<file path="src/rtl/reg_file_multiport.sv">
// Two-read / two-write register file with a per-register busy scoreboard.
// Reads are combinational; optional same-cycle write forwarding and hard-wired zero register.
module reg_file_multiport #(
  parameter int unsigned DATA_WIDTH = 32,
  parameter int unsigned ADDR_WIDTH = 5,
  parameter int unsigned ZERO_REG   = 1,
  parameter int unsigned BYPASS     = 1
) (
  input  logic                  clk,
  input  logic                  reset,
  input  logic [ADDR_WIDTH-1:0] readAddress0,
  input  logic [ADDR_WIDTH-1:0] readAddress1,
  input  logic [ADDR_WIDTH-1:0] writeAddress0,
  input  logic [DATA_WIDTH-1:0] writeData0,
  input  logic                  writeEnable0,
  input  logic [ADDR_WIDTH-1:0] writeAddress1,
  input  logic [DATA_WIDTH-1:0] writeData1,
  input  logic                  writeEnable1,
  input  logic                  busySet,
  input  logic [ADDR_WIDTH-1:0] busyAddress,
  output logic [DATA_WIDTH-1:0] readData0,
  output logic [DATA_WIDTH-1:0] readData1,
  output logic                  readBusy0,
  output logic                  readBusy1
);

  localparam int unsigned DEPTH = 2 ** ADDR_WIDTH;

  logic [DATA_WIDTH-1:0] regs_q [DEPTH];
  logic [DEPTH-1:0]      busy_q;
  logic [DEPTH-1:0]      busy_d;

  logic                  wr0_ok;
  logic                  wr1_ok;
  logic [ADDR_WIDTH-1:0] raddr   [2];
  logic [DATA_WIDTH-1:0] rdata   [2];
  logic                  rbusy   [2];

  assign wr0_ok = writeEnable0 && !(ZERO_REG != 0 && writeAddress0 == '0);
  assign wr1_ok = writeEnable1 && !(ZERO_REG != 0 && writeAddress1 == '0);

  // Clears first, then the set, so a new producer overrides a retiring write.
  always_comb begin
    busy_d = busy_q;
    if (writeEnable0) busy_d[writeAddress0] = 1'b0;
    if (writeEnable1) busy_d[writeAddress1] = 1'b0;
    if (busySet)      busy_d[busyAddress]   = 1'b1;
    if (ZERO_REG != 0) busy_d[0] = 1'b0;
  end

  always_ff @(posedge clk) begin
    if (reset) begin
      for (int i = 0; i < int'(DEPTH); i++) regs_q[i] <= '0;
      busy_q <= '0;
    end else begin
      if (wr0_ok) regs_q[writeAddress0] <= writeData0;
      // Port 1 assigned last so it wins an address collision.
      if (wr1_ok) regs_q[writeAddress1] <= writeData1;
      busy_q <= busy_d;
    end
  end

  assign raddr[0] = readAddress0;
  assign raddr[1] = readAddress1;

  always_comb begin
    for (int p = 0; p < 2; p++) begin
      rdata[p] = regs_q[raddr[p]];
      rbusy[p] = busy_q[raddr[p]];
      if (ZERO_REG != 0 && raddr[p] == '0) begin
        rdata[p] = '0;
        rbusy[p] = 1'b0;
      end else if (BYPASS != 0) begin
        if (writeEnable1 && writeAddress1 == raddr[p]) begin
          rdata[p] = writeData1;
          rbusy[p] = 1'b0;
        end else if (writeEnable0 && writeAddress0 == raddr[p]) begin
          rdata[p] = writeData0;
          rbusy[p] = 1'b0;
        end
      end
    end
  end

  assign readData0 = rdata[0];
  assign readData1 = rdata[1];
  assign readBusy0 = rbusy[0];
  assign readBusy1 = rbusy[1];

endmodule
</file>
<file path="config.mk">
export PLATFORM = sky130hd
export DESIGN_NAME = reg_file_multiport
export DESIGN_NICKNAME = d
export VERILOG_FILES = /design/src/rtl/reg_file_multiport.sv
export SDC_FILE = /design/constraint.sdc
export NUM_CORES = 2
export LEC_CHECK = 0
export ABC_AREA = 0
export BUFFER_PORTS_ARGS = -buffer_cell sky130_fd_sc_hd__buf_4
export CAP_MARGIN = 40
export CORE_MARGIN = 1.5
export CORE_UTILIZATION = 55
export CTS_BUF_LIST = sky130_fd_sc_hd__clkbuf_8
export DETAILED_ROUTE_END_ITERATION = 10
export PLACE_DENSITY_LB_ADDON = 0.05
export SYNTH_ARGS = -nofsm -noshare
export SYNTH_HDL_FRONTEND = slang
export SYNTH_SLANG_ARGS = --single-unit
</file>
<file path="constraint.sdc">
create_clock -name clk -period 3.65 [get_ports clk]
set_input_delay 0.5475 -clock clk [delete_from_list [all_inputs] [get_ports clk]]
set_output_delay 0.5475 -clock clk [all_outputs]
set_load 0.01 [all_outputs]
</file>
# After elaboration in Yosys (flattened, before gate mapping)
# Memory sizes are Yosys's and may differ from the RTL's.
# Index checks and enable logic that the tools add are counted.
[totals] register_bits=32 mem_bits_rw=1024 inputBits=94 output_inout_bits=66 word_cells=76 memories=1
[mem_list] memory="regs_q" depth=32 width=32 read_ports=2 rd_clocked_by_memory_dff=0 wr=32 line_no="29" text="logic [DATA_WIDTH-1:0] regs_q [DEPTH];"
[classes] n_lt_le_gt_ge=8 eq_ne=4 mux=39 n_bitwise=5 reduce_logical=17
[op_table] cell="32-bit two-way mux" count=11
[op_table] cell="32-bit AND" count=2
[op_table] cell="32-bit inverter" count=2
[op_table] cell="32-bit OR reduction" count=2
[op_table] cell="32-bit OR" count=1
[op_table] cell="5-bit by 6-bit less-than comparator with 1-bit output, second input constant" count=5
[op_table] cell="1-bit two-way mux" count=21
[op_table] cell="5-bit equality test" count=4
[op_table] cell="5-bit logical NOT" count=4
[op_table] cell="1-bit demux with 5-bit select" count=3
[op_table] cell="5-bit by 1-bit greater-or-equal comparator with 1-bit output, second input constant" count=3
[op_table] cell="1-bit binary-select mux with 5-bit select" count=2
[op_table] cell="5-bit two-way mux" count=2
[op_table] cell="1-bit logical AND" count=9
[op_table] cell="1-bit logical NOT" count=2

# Depth between registers and ports, before layout
[logic_depth] ltp_word=11 mapped_depth=10 mapped_depth_nobuf=5

# Worst setup path after synthesis
# OpenSTA, ideal clock, no wires.
[synth_path] kind="input -> output" from="input port readAddress1[0]" to="output port readData1[10]" arrival_ns=2.427 required_time_ns=3.102 path_slack_ns=0.676 stages=7 path_buffers=3 cell_sequence="buf_2 -> buf_2 -> buf_2 -> mux4_2 -> a211oi_1 -> nor4_1 -> a221o_1"
[synth_via] elab_chain_len=5 elab_cells_between_ends=9 classes_between="eq/ne (2); mux (3); reduce/logical (3); memory (1)"
[synth_rtl] item="start, declared" line_no="12" text="input logic [ADDR_WIDTH-1:0] readAddress1,"
[synth_rtl] item="branches (longest 4 deep; another with memory read 32 x 32 bit)"
[synth_rtl] item="32-bit two-way mux *" line_no="70" text="if (ZERO_REG != 0 && raddr[p] == '0) begin"
[synth_rtl] item="end, declared" line_no="22" text="output logic [DATA_WIDTH-1:0] readData1,"
# Every way passes the cells marked *.

==> impl_metrics.csv <==
group,metric,value,unit
status,status,"finished with violations",
status,violations,"setup timing",
power,p_per_area,418,mW/mm^2
global_route,grt_overflow,0,
placed_design,dp_cells,5694,
logic_synthesis,syn-instance-count,4340,
setup_path,worstRegToRegCells,2,
power,p_comb_share,16.8,%
logic_synthesis,postSynthAreaPerCell,14.2,sq um
logic_synthesis,synth_seq_cells,1055,
power,power.switching,8490,uW
floorplanning,die_w,338,um
logic_synthesis,synthTopCellsByArea,"edfxtp_1 50%, mux4_2 15%, a22o_1 15%",
drt,dr.pass1.iters,6,
floorplanning,fp.dieArea,0.114,sq mm
power,p_int,20800,uW
drt,drtIter0Drc,8067,
clock_network,cts_root_buf,"clkbuf_8",
drt,vias,48830,
global_route,grt_start_max_net_pins,63,
setup_path,r2r-end,"busy_q[29]",
logic_synthesis,synth_warnings,0,
global_route,grt_pass1_wl,360000,um
logic_synthesis,synth_compound_area_share,20.2,%
setup_path,crit-reg2reg-launch,"busy_q[29]",
floorplanning,start_util,55.7,%
layout,drive_gt1_share,33.1,%
sta,slew_viol_final,0,
global_route,track_usage,44.6,%
sta,tightest_slew,0.983,ns
setup_path,rrSetupSlack,2.94,ns
setup_path,crit_path_end_kind,"output pin",
logic_synthesis,synth_edf_count,1024,
setup_path,crit_type,"flip-flop to output pin",
layout,area_growth,13.6,%
setup_path,worstPathMaxFanout,2,
power,pwr-share-seq,49.0,%
sta,finalWorstSetupSlack,-0.223,ns
global_route,antenna_found_initial,6,
clock_network,cts_buffers,181,
min_path,hold_path_end,"busy_q[1]",
drt,finalWirelength,260000,um
clock_network,cts_max_level,4,
min_path,holdCritStartpoint,"busyAddress[3]",
clock_network,cts.path.max_buffers,3,
drt,wl_per_cell,43.2,um
layout,final_cell_area,0.0702,sq mm
logic_synthesis,synth.mux.area_fraction,20.3,%
power,clkPwrFrac,34.2,%
global_route,grt_pass1_vias,47724,
drt,viasPerCell,8.10,
logic_synthesis,synth_top_family_by_area,"multiplexers",
placed_design,hpwl,160000,um
logic_synthesis,netlist-cell-type-count,58,
drt,remaining_drc_errors,0,
drt,ant_nets,0,
logic_synthesis,synth_xor_area_share,0.284,%
placed_design,placed_area,0.0666,sq mm
clock_network,clock_latency,0.87,ns
sta,rsz0062_at_grt,"true",
floorplanning,fp.dieH,338,um
placed_design,preCtsSetupSlack,-0.278,ns
clock_network,clock_sinks,1055,
placed_design,io_buffer_count,159,
setup_path,crit_arrival,3.33,ns
power,swShare,29.0,%
floorplanning,ios,160,
min_path,min_path_cells,4,
logic_synthesis,yosysTopAreaCellShare,49.8,%
floorplanning,rows,122,
logic_synthesis,yosysSeqAreaShare,50.8,%
sta,max_freq,258,MHz
flow_run,maxCapViolCount,0,
power,p_leak,0.0247,uW
logic_synthesis,synthAdderAreaFrac,0,%
sta,min_period,3.87,ns
logic_synthesis,netlist_area,0.0618,sq mm
sta,timing.final.crit_share,106,%
sta,final-setup-viol-count,4,
setup_path,start_kind,"flip-flop",
clock_network,cts_tree,"yes",
sta,finalClockSkew,0,ns
power,peakVddDrop,306,uV
placed_design,place.gp.congestion,0.966,
setup_path,cp_data_required_time,3.10,ns
sta,hold_ws,0.0658,ns
layout,layoutNonFillerInstCount,6027,
logic_synthesis,synth-simple-area-share,3.27,%
layout,nets,4490,
sta,hold_viol,0,
clock_network,clk_pin_slew,0.06,ns
logic_synthesis,async_flop_share,0,%
sta,maxSlewHeadroom,34.3,%
logic_synthesis,synth-main-ff-cell,"edfxtp_1",
min_path,hold_path.class,"input pin to flip-flop",
floorplanning,core_area,0.111,sq mm
logic_synthesis,synth_top_area_cell,"edfxtp_1",
==> registers in the layout, summed over array words and instances (netlist names) <==
| register | count |
|---|---|
| regs_q | 1024 |
| busy_q | 31 |
==> kinds of logic (layout without fill, tap and decap cells) <==
logic type | count (synthesis) | in the layout
mux | 726 | 726
compound gates | 1431 | 1431
simple gates | 384 | 384
xor+xnor | 20 | 20
other cells | 1 | 34
buf+inv | 723 | 889
flops | 1055 | 1055
==> how the worst max path moves through the flow <==
stage	from	endpoint	slack (ns)	cells past startpoint
after floorplan	readAddress1[0]	readData1[10]	0.68	7
after global placement	readAddress0[0]	readData0[18]	-0.30	9
after detailed placement	readAddress0[0]	readData0[18]	-0.28	9
after CTS	regs_q[27][18]	readData0[18]	-0.18	7
after global routing	regs_q[27][18]	readData0[18]	-0.25	7
final	regs_q[27][18]	readData0[18]	-0.22	7
==> cell usage in the layout (no fill, tap or decap), types with 63 or more instances in the layout <==
cell type,Yosys,final
buf_12,0,95
a22o_1,1024,1024
o221ai_1,63,63
mux2_2,152,143
mux4_2,408,408
edfxtp_1,1024,1024
clkbuf_8,0,183
nand2_1,87,87
mux2i_1,166,166
a22oi_1,88,88
buf_4,25,441
==> area by class of cell <==
type,count,area [sq um]
multi-input cells,2593,28200
inverters,6,22.5
fillers,8320,40800
diodes,2,5.00
flip-flops and latches,1055,31400
clock buffers,183,2520
clock inverters,141,689
well taps,1488,1860
repair buffers,559,5530
==> cells in the mapped netlist, types with 4 or more instances <==
cell type,instances
nor4_1,63
nand3b_1,8
nand2b_1,5
a221oi_1,86
nor2b_1,11
mux2i_1,166
mux2_2,152
buf_1,65
edfxtp_1,1024
nand2_1,87
nor3b_1,12
or2_2,4
o21ai_0,4
buf_4,25
or3_1,4
nand3_1,6
inv_1,5
dfxtp_1,31
and3_1,40
xnor2_1,12
a211o_1,27
a22oi_1,88
nor2_1,77
xor2_1,8
a22o_1,1024
and2_1,9
and3b_1,7
a221o_1,64
o211a_1,29
a221oi_2,4
nor3_1,36
mux4_2,408
clkbuf_1,445
a211oi_1,32
o221ai_1,63
buf_2,162
or3b_2,4
buf_6,18
==> repair_timing <==
item | in CTS | in global routing
hold buffers | 1 | 0
pin swaps | 4 | 7
buffers inserted | 5 | 1
endpoints found under the setup margin | 20 | 32
resized for setup | 38 | 32
hold endpoints to repair | 1 | 0
==> critical path: stages (launching register included) <==
cell and delay [ns]:
edfxtp_1 0.44, mux4_2 0.50, mux2_4 0.29, a221oi_4 0.39, buf_4 0.19, nor4_1 0.04
a221o_2 0.41, buf_6 0.16
==> stage by stage <==
stage                     power, uW  util [%]  setup TNS (ns)
after floorplan               17200         -               0
after global placement        19200      59.9          -0.453
after detailed placement      19200      60.0          -0.425
after CTS                     29100      63.1          -0.353
after global routing          29900      63.2          -0.808
final                         29300      63.2          -0.450
==> layer usage <==
metal	GRT usage [%]	vias to the layer above	part of all wire [%]
li1	-	18508	-
met1	56.5	24729	34
met2	65.9	4561	44
met3	16.3	1024	15
met4	26.2	8	6.7
met5	0	-	0.018
==> power by group through the flow <==
stage	combinational (uW)	sequential (uW)	clock (uW)
after floorplan	2730	14500	0
after global placement	4630	14500	0
after detailed placement	4650	14600	0
after CTS	4720	14300	9990
after global routing	5010	14400	10500
final	4930	14400	10000
(Power assumes the default switching activity.)
